===== src/rtl/scan_mux_pkg.sv =====
// scan_mux_pkg -- shared types and helpers for the scan_mux block.
//   state_t   : FSM encoding (IDLE, SCAN)
//   sel_width : select-bus width for a channel count, max(1, ceil(log2(n)))
package scan_mux_pkg;

  typedef enum logic {
    IDLE = 1'b0,
    SCAN = 1'b1
  } state_t;

  // Bounded loop keeps this usable as a constant function (CHANNELS <= 256).
  function automatic int sel_width(input int n);
    int w;
    w = 1;
    for (int i = 1; i <= 8; i++) begin
      if ((1 << i) < n) w = i + 1;
    end
    return w;
  endfunction

endpackage


===== src/rtl/scan_mux_select.sv =====
// scan_mux_select -- combinational WIDTH-bit CHANNELS:1 channel selector.
//   data_in : flattened channels, channel k at [k*WIDTH +: WIDTH]
//   sel     : channel index; indices >= CHANNELS give all zeros
//   y       : selected channel
module scan_mux_select #(
  parameter int WIDTH    = 1,
  parameter int CHANNELS = 8,
  parameter int SEL_W    = 3
) (
  input  logic [CHANNELS*WIDTH-1:0] data_in,
  input  logic [SEL_W-1:0]          sel,
  output logic [WIDTH-1:0]          y
);

  always_comb begin
    y = '0;
    for (int k = 0; k < CHANNELS; k++) begin
      if (sel == SEL_W'(k)) y = data_in[k*WIDTH +: WIDTH];
    end
  end

endmodule


===== src/rtl/scan_mux.sv =====
// scan_mux -- registered channel multiplexer with a manual select register
// and an automatic scan of all channels.
//   clock, reset        : rising-edge clock, async active-high reset
//   data_in             : CHANNELS*WIDTH flattened channel data
//   enable_n            : active-low output enable (high forces out to 0)
//   sel_in, sel_load    : manual select value and its load strobe
//   start, stop         : begin / abort a scan pass
//   out, out_n          : registered selected data and its complement
//   out_valid, out_ch   : per-channel scan strobe, index behind current out
//   busy, done, sel_err : in SCAN, end-of-pass strobe, bad-select strobe
// Build option: define SCAN_MUX_CONTINUOUS_EN to keep scanning (wrap to
// channel 0 after each pass) until stop or reset.
module scan_mux
  import scan_mux_pkg::*;
#(
  parameter int  WIDTH    = 1,
  parameter int  CHANNELS = 8,
  localparam int SEL_W    = sel_width(CHANNELS)
) (
  input  logic                      clock,
  input  logic                      reset,
  input  logic [CHANNELS*WIDTH-1:0] data_in,
  input  logic                      enable_n,
  input  logic [SEL_W-1:0]          sel_in,
  input  logic                      sel_load,
  input  logic                      start,
  input  logic                      stop,
  output logic [WIDTH-1:0]          out,
  output logic [WIDTH-1:0]          out_n,
  output logic                      out_valid,
  output logic [SEL_W-1:0]          out_ch,
  output logic                      busy,
  output logic                      done,
  output logic                      sel_err
);

  localparam logic [SEL_W:0]   CH_LIM = (SEL_W+1)'(CHANNELS);
  localparam logic [SEL_W-1:0] LAST   = SEL_W'(CHANNELS - 1);

  state_t           state;
  logic [SEL_W-1:0] sel_reg;
  logic [SEL_W-1:0] cnt;
  logic [SEL_W-1:0] idx;
  logic [WIDTH-1:0] sel_data;
  logic             in_range;

  // One selector serves both modes: the scan counter drives it in SCAN,
  // the manual select register otherwise.
  assign idx      = (state == SCAN) ? cnt : sel_reg;
  assign in_range = {1'b0, sel_in} < CH_LIM;

  scan_mux_select #(
    .WIDTH   (WIDTH),
    .CHANNELS(CHANNELS),
    .SEL_W   (SEL_W)
  ) u_select (
    .data_in(data_in),
    .sel    (idx),
    .y      (sel_data)
  );

  assign out_n = ~out;
  assign busy  = (state == SCAN);

  always_ff @(posedge clock or posedge reset) begin
    if (reset) begin
      state     <= IDLE;
      sel_reg   <= '0;
      cnt       <= '0;
      out       <= '0;
      out_ch    <= '0;
      out_valid <= 1'b0;
      done      <= 1'b0;
      sel_err   <= 1'b0;
    end else begin
      out_valid <= 1'b0;
      done      <= 1'b0;
      sel_err   <= 1'b0;
      case (state)
        IDLE: begin
          out    <= enable_n ? '0 : sel_data;
          out_ch <= sel_reg;
          // start wins; a coincident sel_load is dropped silently
          if (start) begin
            state <= SCAN;
            cnt   <= '0;
          end else if (sel_load) begin
            if (in_range) sel_reg <= sel_in;
            else          sel_err <= 1'b1;
          end
        end
        SCAN: begin
          // Abort holds out/out_ch; only the missing strobes matter here.
          if (stop) begin
            state <= IDLE;
            cnt   <= '0;
          end else begin
            out       <= enable_n ? '0 : sel_data;
            out_ch    <= cnt;
            out_valid <= 1'b1;
            if (cnt == LAST) begin
              done <= 1'b1;
              cnt  <= '0;
`ifdef SCAN_MUX_CONTINUOUS_EN
              state <= SCAN;
`else
              state <= IDLE;
`endif
            end else begin
              cnt <= cnt + 1'b1;
            end
          end
        end
        default: state <= IDLE;
      endcase
    end
  end

endmodule


===== config.mk =====
export PLATFORM = sky130hd
export DESIGN_NAME = scan_mux
export DESIGN_NICKNAME = d
export VERILOG_FILES = /design/src/rtl/scan_mux_pkg.sv /design/src/rtl/scan_mux_select.sv /design/src/rtl/scan_mux.sv
export SDC_FILE = /design/constraint.sdc
export NUM_CORES = 1
export LEC_CHECK = 0
export CORE_MARGIN = 3
export CORE_UTILIZATION = 36
export DETAILED_ROUTE_END_ITERATION = 8
export PLACE_DENSITY_LB_ADDON = 0.2
export SYNTH_ARGS = -nofsm -noshare
export SYNTH_HDL_FRONTEND = slang
export SYNTH_SLANG_ARGS = --single-unit
export TNS_END_PERCENT = 1

===== constraint.sdc =====
create_clock -name clock -period 1.9 [get_ports clock]
set_clock_uncertainty 0.15 [all_clocks]
set_input_delay 0.38 -clock clock [delete_from_list [all_inputs] [get_ports clock]]
set_output_delay 0.38 -clock clock [all_outputs]
set_load 0.02 [all_outputs]

==> summary.md <==
| Metric | Value |
|---|---|
| Crit path max-delay cell type | `mux4_2` |
| Leakage | `0.456 nW` |
| Internal power | `0.605 mW` |
| Post-CTS Setup Inserts | `0` |
| Clock transition at path regs | `0.08 ns` |
| Max-cap viol count | `0` |
| Die Y | `47.9 um` |
| Antenna-violating nets left | `0` |
| Core area | `1580 sq um` |
| DRT Wirelength | `1310 um` |
| Worst Path Max Fanout | `4` |
| Synth Cell Area | `633 sq um` |
| Total die area | `2300 sq um` |
| Fin. Hold Viols | `0` |
| CP endpoint kind | `register` |
| Largest net degree at the start of global routing | `14` |
| Synth-to-layout area growth | `51.2%` |
| Detailed Place HPWL | `between 1000 and 1500 um` |
| CTS buffer count | `3` |
| TritonRoute pass-1 iters | `4` |
| Psw | `0.277 mW` |
| Starting Density | `40.2%` |
| CP peak stage delay | `0.52 ns` |
| Top Ports | `26` |
| R2r setup slk | `0.08 ns` |
| Post-cts gate resize count | `1` |
| WL/cell | `13.0 um` |
| Hold-fix buffers at CTS | `0` |
| Worst path top cell family by delay | `multiplexers` |
| DR vias | `508` |
| Share of cells above drive strength 1 | `16.5%` |
| Sequential share of power | `41.9%` |
| TNS Setup | `0 ns` |
| Final nets | `105` |
| Mean Syn Cell Area | `11.5 sq um` |
| Initial antenna violation count | `0` |
| Worst r2r dst | `out$_DFFE_PP0P_` |
| Vias/cell | `slightly above 5` |
| Sw Ratio | `31.4%` |
| Worst skew pair latency | `0.27 ns` |
| Part of the Yosys area used for sequential elements | `between 50% and 60%` |
| Final setup vio count | `0` |
| Crit path DAT | `1.84 ns` |
| Worst path cell trace | `mux2i_4, mux4_2, nand2b_4, a32o_1` |
| Logic pwr share | `~39%` |
| Hold slack | `about 0.28 ns` |
| DRT iter0 DRCs | `7` |
| Final Cycle Share | `a little over nine tenths` |
| # diodes | `0` |
| Residual DRC | `0` |
| Hold crit path type | `in -> async` |
| Rows | `14` |
| Peak supply drop | `~0.62 mV` |
| Outcome | `finished clean` |
| Syn. warnings | `0` |
| Clk buf depth | `2` |
| Bufs and invs on worst path | `0` |
| CTS tree | `built` |
| CP Class | `reg -> reg` |
| Max-slew violations | `0` |
| Startpoint types | `register` |
| First-pass GRT wire length | `1930 um` |
| Clock Tree Root | `clkbuf_4` |
| Vias in the first global route | `roughly 450` |
| I/O Buffers | `24` |
| Die width | `47.9 um` |
| Clock share of power | `around a fifth` |
| Reg-to-Reg Start | `busy$_DFF_PP0_` |
| Fin crit period | `approximately 1.8 ns` |
| RSZ-0062 raised after global routing | `false` |
| Clock sink count | `13` |
| Fmax | `0.550 GHz` |
| H-tree depth | `1` |
| Flop and latch count out of synthesis | `13` |
| Pwr/cell area | `roughly 920 nW/um^2` |
| GRT overflow | `0` |
| Depth of the most critical reg-to-reg path | `4` |
| GRT Util Overall | `12.8%` |
| Placer Congestion | `0.704` |
| Cells after Synth | `55` |
| Critical path required time | `1.92 ns` |
| Post-Syn Nets | `74` |
| Distinct cell type count after synthesis | `18` |
-- metrics by stage --
| stage | utilization, % | setup slack, ns | instances | instance area (sq um) | power, mW |
|---|---|---|---|---|---|
| 2_1_floorplan | - | -0.0524 | 55 | 658 | 0.572 |
| 4_1_cts | 60.6 | 0.0271 | 101 | 955 | 0.898 |
| 3_3_place_gp | 59.0 | 0.0588 | 97 | 930 | 0.716 |
| 3_5_place_dp | 59.0 | 0.0385 | 97 | 930 | 0.727 |
| 6_report | 60.7 | 0.0805 | 101 | 957 | 0.882 |
| 5_1_grt | 60.7 | 0.00549 | 101 | 957 | 0.940 |
-- cells by family after synthesis --
group | synth area share, %
flip-flops | 51.4
AND/OR/NAND/NOR | 9.29
multiplexers | 18.4
AO/OA/AOI/OAI | 10.5
buffers and inverters | 5.93
adder cells (fa/ha/maj) | 3.95
other | 0.592
-- layout make-up --
| type | count | area (sq um) |
|---|---|---|
| Timing Repair Buffer | 28 | 272 |
| Clock buffer | 4 | 26.3 |
| Inverter | 6 | 22.5 |
| Multi-Input combinational cell | 34 | 290 |
| Fill cell | 142 | 619 |
| Sequential cell | 13 | 327 |
| Tap cell | 16 | 20.0 |
-- cells in the final DEF, fill, tap and decap left out, drive strengths merged, types with 2 or more instances in the layout --
master / Yosys / layout
a21oi: 3 / 3
a32o: 3 / 3
and2: 2 / 2
buf: 2 / 4
clkbuf: 0 / 4
clkdlybuf4s50: 0 / 22
dfrtp: 13 / 13
ha: 2 / 2
inv: 6 / 6
mux2: 3 / 3
mux2i: 6 / 6
nand2: 2 / 2
nand2b: 2 / 2
nor2: 5 / 5
-- synthesized netlist by cell type (all sizes together) --
| cell type | number | area (sq um) |
|---|---|---|
| o31ai | 1 | 7.51 |
| a211oi | 1 | 7.51 |
| nand2b | 2 | 12.5 |
| a32o | 3 | 30.0 |
| mux2 | 3 | 33.8 |
| dfrtp | 13 | 325 |
| buf | 2 | 15.0 |
| nand3b | 1 | 7.51 |
| o22ai | 1 | 6.26 |
| ha | 2 | 25.0 |
| mux2i | 6 | 60.1 |
| mux4 | 1 | 22.5 |
| nand2 | 2 | 7.51 |
| inv | 6 | 22.5 |
| nor2 | 5 | 18.8 |
| and2 | 2 | 12.5 |
| conb | 1 | 3.75 |
| a21oi | 3 | 15.0 |
-- layer usage --
layer | track usage, % | share of wire, %
met3 | 4.51 | 6.5
met5 | 0 | 0
met4 | 8.06 | 0
met2 | 19.3 | 50
met1 | 15.5 | 43
-- power groups by stage --
stage	clock (mW)	sequential, mW	combinational [mW]
6_report	0.170	0.370	0.342
5_1_grt	0.190	0.378	0.371
4_1_cts	0.179	0.371	0.348
3_5_place_dp	0	0.377	0.349
3_3_place_gp	0	0.373	0.343
2_1_floorplan	0	0.405	0.167
-- worst max path at each step --
stage / from / endpoint / slack, ns / cells after the start
after floorplan: busy$_DFF_PP0_ / out$_DFFE_PP0P_ / -0.05 / 5
after global placement: data_in[0] / out$_DFFE_PP0P_ / 0.06 / 4
after detailed placement: data_in[0] / out$_DFFE_PP0P_ / 0.04 / 4
after CTS: out$_DFFE_PP0P_ / out_n / 0.03 / 2
after global routing: busy$_DFF_PP0_ / out$_DFFE_PP0P_ / 0.005 / 6
final: busy$_DFF_PP0_ / out$_DFFE_PP0P_ / 0.08 / 4
Power figures use the tool's default switching activity.
